<file path="config.mk">
export PLATFORM = sky130hd
export DESIGN_NAME = twin_register_write_arbiter
export DESIGN_NICKNAME = d
export VERILOG_FILES = /design/src/rtl/twin_register_write_arbiter.sv
export SDC_FILE = /design/constraint.sdc
export NUM_CORES = 1
export LEC_CHECK = 0
export ABC_AREA = 1
export CAP_MARGIN = 20
export CORE_MARGIN = 2
export CORE_UTILIZATION = 41
export CTS_CLUSTER_DIAMETER = 150
export DETAILED_ROUTE_END_ITERATION = 10
export GPL_TIMING_DRIVEN = 1
export PLACE_DENSITY = 0.8
export SETUP_SLACK_MARGIN = 0.15
export SYNTH_ARGS = -nofsm -noshare
export SYNTH_HDL_FRONTEND = slang
export SYNTH_SLANG_ARGS = --single-unit
</file>
<file path="constraint.sdc">
create_clock -name clk -period 1.4 [get_ports clk]
set_clock_uncertainty 0.1 [all_clocks]
set_input_delay 0.14 -clock clk [delete_from_list [all_inputs] [get_ports clk]]
set_output_delay 0.14 -clock clk [all_outputs]
set_load 0.005 [all_outputs]
</file>
<file path="src/rtl/twin_register_write_arbiter.sv">
// twin_register_write_arbiter: arbitrates two writers (A, B) onto a shared q1/q2 register pair.
//   Round-robin tie-break, registered grants, and a forced handoff after MAX_BURST
//   consecutive writes when the other side is waiting.
//   Ports: clk, rst (sync, active-low); req_x/sel_x/d_x per writer (sel 0->q1, 1->q2);
//          gnt_a/gnt_b registered grants; busy = any grant; q1/q2 register contents.
module twin_register_write_arbiter #(
   parameter int WIDTH     = 8,
   parameter int MAX_BURST = 4
) (
   input  logic             clk,
   input  logic             rst,
   input  logic             req_a,
   input  logic             sel_a,
   input  logic [WIDTH-1:0] d_a,
   input  logic             req_b,
   input  logic             sel_b,
   input  logic [WIDTH-1:0] d_b,
   output logic             gnt_a,
   output logic             gnt_b,
   output logic             busy,
   output logic [WIDTH-1:0] q1,
   output logic [WIDTH-1:0] q2
);
   typedef enum logic [1:0] {IDLE, OWN_A, OWN_B} state_t;
   state_t           state;
   logic [7:0]       cnt;
   logic             last_a;
   logic             is_a;
   logic             own_req;
   logic             oth_req;
   logic             own_sel;
   logic             burst_end;
   logic [WIDTH-1:0] own_d;
   // Only the current owner's inputs are ever looked at.
   always_comb begin
      is_a      = state == OWN_A;
      own_req   = is_a ? req_a : req_b;
      oth_req   = is_a ? req_b : req_a;
      own_sel   = is_a ? sel_a : sel_b;
      own_d     = is_a ? d_a : d_b;
      burst_end = cnt == 8'(MAX_BURST - 1);
   end
   assign busy = gnt_a | gnt_b;
   always_ff @(posedge clk) begin
      if (!rst) begin
         state  <= IDLE;
         gnt_a  <= 1'b0;
         gnt_b  <= 1'b0;
         q1     <= '0;
         q2     <= '0;
         cnt    <= '0;
         last_a <= 1'b0;
      end else if (state == IDLE) begin
         cnt <= '0;
         // On a tie, the side that was not served last wins.
         if (req_a && (!req_b || !last_a)) begin
            state <= OWN_A;
            gnt_a <= 1'b1;
         end else if (req_b) begin
            state <= OWN_B;
            gnt_b <= 1'b1;
         end
      end else begin
         if (own_req) begin
            if (own_sel) q2 <= own_d;
            else q1 <= own_d;
         end
         if (own_req && !burst_end) begin
            cnt <= cnt + 8'd1;
         end else begin
            cnt <= '0;
            // Release, or forced handoff at burst end; an uncontended burst end just restarts the window.
            if (!own_req || oth_req) begin
               last_a <= is_a;
               state  <= oth_req ? (is_a ? OWN_B : OWN_A) : IDLE;
               gnt_a  <= oth_req && !is_a;
               gnt_b  <= oth_req && is_a;
            end
         end
      end
   end
endmodule
</file>
==> run_results.csv <==
group,metric,value,unit
outcome,status,"finished with violations",
outcome,violations,"negative setup slack",
placement,dp.cells,286,
floorplanning,dieWidth,60.9,um
clock_network,htreeDepth,2,
global_routing,first_global_vias,1355,
global_routing,antenna_found_initial,0,
setup_path,r2r_start,"state[1]",
floorplanning,die_area,0.00371,mm2
clock_network,numCtsBuffers,5,
sta,fin_crit_sh,106,%
setup_path,r2r_end,"q2[1]",
synth,synth_nets,214,
floorplanning,fp.dieH,60.9,um
setup_path,slowest_stage,"dfxtp_4",
setup_path,cp.required,1.54,ns
sta,setup_ws,-0.0898,ns
finish,drive_above_1_share,47.1,%
floorplanning,initial_core_util,43.4,%
setup_path,worstSetupEndpointType,"flop",
drt,vias,1550,
sta,period_needed,1.49,ns
sta,whs,0.350,ns
pwr,vdd_ir_drop_max,1610,uV
pwr,leakage,1.10,nW
finish,syn_to_final_growth,84.0,%
sta,setup_viol,19,
drt,ant_nets,0,
hold_path,hold_path.class,"in2reg",
synth,synth_top_cell_area_share,43.8,%
drt,first_iter_violations,55,
sta,fin_tns_setup,-0.850,ns
setup_path,worstRegToRegCells,9,
floorplanning,fp-row-count,20,
clock_network,cts_tree,"done",
sta,hold_violations,0,
placement,portBuffers,40,
synth,yosysUniqueCellTypes,26,
finish,nFillCells,207,
setup_path,start_kind,"flop",
synth,avgSynthCellArea,6.94,um2
setup_path,rrSetupSlack,-0.09,ns
synth,synth_top_area_cell,"dfxtp_1",
global_routing,grt_first_pass_wirelength,5800,um
synth,synth_area,0.00133,mm2
floorplanning,ios,41,
drt,viasPerCell,5.05,
hold_path,hold_end,"q1[7]",
global_routing,grt.overflow.total,0,
setup_path,crit_fanout,5,
setup_path,worstPathArrival,1.63,ns
pwr,cellPowerDensity,2020,mW/mm2
global_routing,grt_max_degree,17,
setup_path,slowest_delay,0.39,ns
placement,dp_hpwl,2370,um
hold_path,hold_depth,3,
clock_network,clkSinkCount,29,
synth,ys_seq_elements,29,
hold_path,hold_start,"rst",
clock_network,clock_latency,0.34,ns
drt,finalWirelength,4380,um
global_routing,track_usage,21.7,%
synth,ys_warn_count,0,
setup_path,critical_path.cell_chain,"inv_6 -> buf_6 -> nand3_4 -> nand2_4 -> nor2_8 -> buf_12 -> nand2_4 -> o21ai_1 -> nor2_1",
finish,fin_nets,285,
setup_path,path_class,"reg2reg",
drt,firstDrtPassIters,5,
placement,dpl_worst_slack,-0.165,ns
sta,max_clock_freq,671,MHz
floorplanning,core-area,0.00305,mm2
finish,num_antenna_cells,0,
placement,gp_congestion,0.889,
flow_run,cap_violations,0,
placement,place_area,0.00192,mm2
finish,most-common-layout-cells,"nand2_1 (32), nor2_1 (32), clkdlybuf4s50_1 (21)",
sta,rsz0062_at_grt,"yes",
synth,ys_seq_area_share,43.8,%
sta,worstMarginPinSlew,0.245,ns
finish,final_area,0.00244,mm2
finish,instances_no_fill,307,
setup_path,path_common_cell,"nand2_4",
clock_network,clkTransAtPathRegs,0.10,ns
pwr,finalPower,4.94,mW
synth,synthCells,191,
finish,finish.utilization,79.9,%
synth,yosys-top-cells-area,"dfxtp_1 (44%), nor2_1 (14%), nand2_1 (12%)",
sta,timing_max_transition_violations_final,0,
clock_network,cts_root_buf,"clkbuf_4",
drt,wire_per_inst,14.3,um
drt,drc,0,
clock_network,clockBufferDepth,2,
sta,maxSlewHeadroom,83.6,%
[worst max-delay path by stage]
stage / start / end / cells past startpoint
floorplan: state[1] / q2[1] / 9
global placement: req_b / q1[4] / 8
detailed placement: req_b / q1[4] / 8
CTS: state[1] / gnt_a / 9
global route: state[1] / q2[1] / 9
finish: state[1] / q2[1] / 9
[critical path, delay by kind of cell (launching register included)]
kind,cells,cell delay [ns]
flops,1,0.39
buf+inv,3,0.33
compound gates,1,0.15
simple gates,5,0.41
[repair_timing]
| item | 4_1_cts | 5_1_grt |
|---|---|---|
| pin swaps | 22 | 18 |
| gates resized for setup | 60 | 59 |
| setup endpoints to repair | 48 | 31 |
| cloned | 2 | 0 |
| hold buffers | 0 | 0 |
| setup buffers | 4 | 7 |
[registers in the layout, summed over array words and instances (netlist names)]
| name | flops |
|---|---|
| gnt_a | 1 |
| q1 | 8 |
| gnt_b | 1 |
| state | 2 |
| cnt | 8 |
| q2 | 8 |
| last_a | 1 |
[area by class of cell]
cell class	count	area, um2	area share [%]
clock inverter	2	35.0	1.44
clock buffer	6	62.6	2.56
timing repair buffer	66	606	24.8
inverter	12	77.6	3.18
multi-input combinational	148	995	40.8
tap	44	55.1	2.26
sequential	29	609	25.0
[logic make-up (layout without fill, tap and decap cells)]
logic type      Yosys count  count (layout)  share of synthesized area [%]
compound gates           23              23                           8.96
xor+xnor                  4               4                           2.64
fa+ha+maj                 1               1                          0.943
buf+inv                  16              86                           5.00
flops                    29              29                           43.8
simple gates            118             120                           38.7
[power by group]
group | switching, mW | leakage [nW] | internal [mW]
Sequential | 0.200 | 0.245 | 1.09
Clock | 0.323 | 0.0534 | 0.481
Combinational | 1.53 | 0.798 | 1.31
Total | 2.06 | 1.10 | 2.88
[cell usage after synthesis]
library cell / number
buf_1: 1
nor2_2: 1
clkbuf_1: 1
or2_2: 1
buf_2: 1
nand2_1: 42
nor3b_1: 1
xnor2_1: 1
ha_1: 1
nor2_1: 50
nand2_4: 1
xor2_1: 3
nand3_2: 1
nor2_8: 1
dfxtp_1: 29
nand3_1: 15
o21ai_2: 1
a21oi_1: 6
buf_4: 1
o21ai_0: 15
clkinv_2: 1
nand4_1: 1
nand2_2: 4
inv_2: 3
inv_1: 8
o21ai_1: 1
[layer usage]
metal  global-route usage [%]  share of wire (%)  up-vias
li1                         -                  -      755
met1                     24.1                 38      725
met2                     37.0                 53       54
met3                     5.97                5.5       16
met4                     12.4                3.0        0
met5                        0                  0        -
Note: power is estimated with default switching activity, not from simulation.
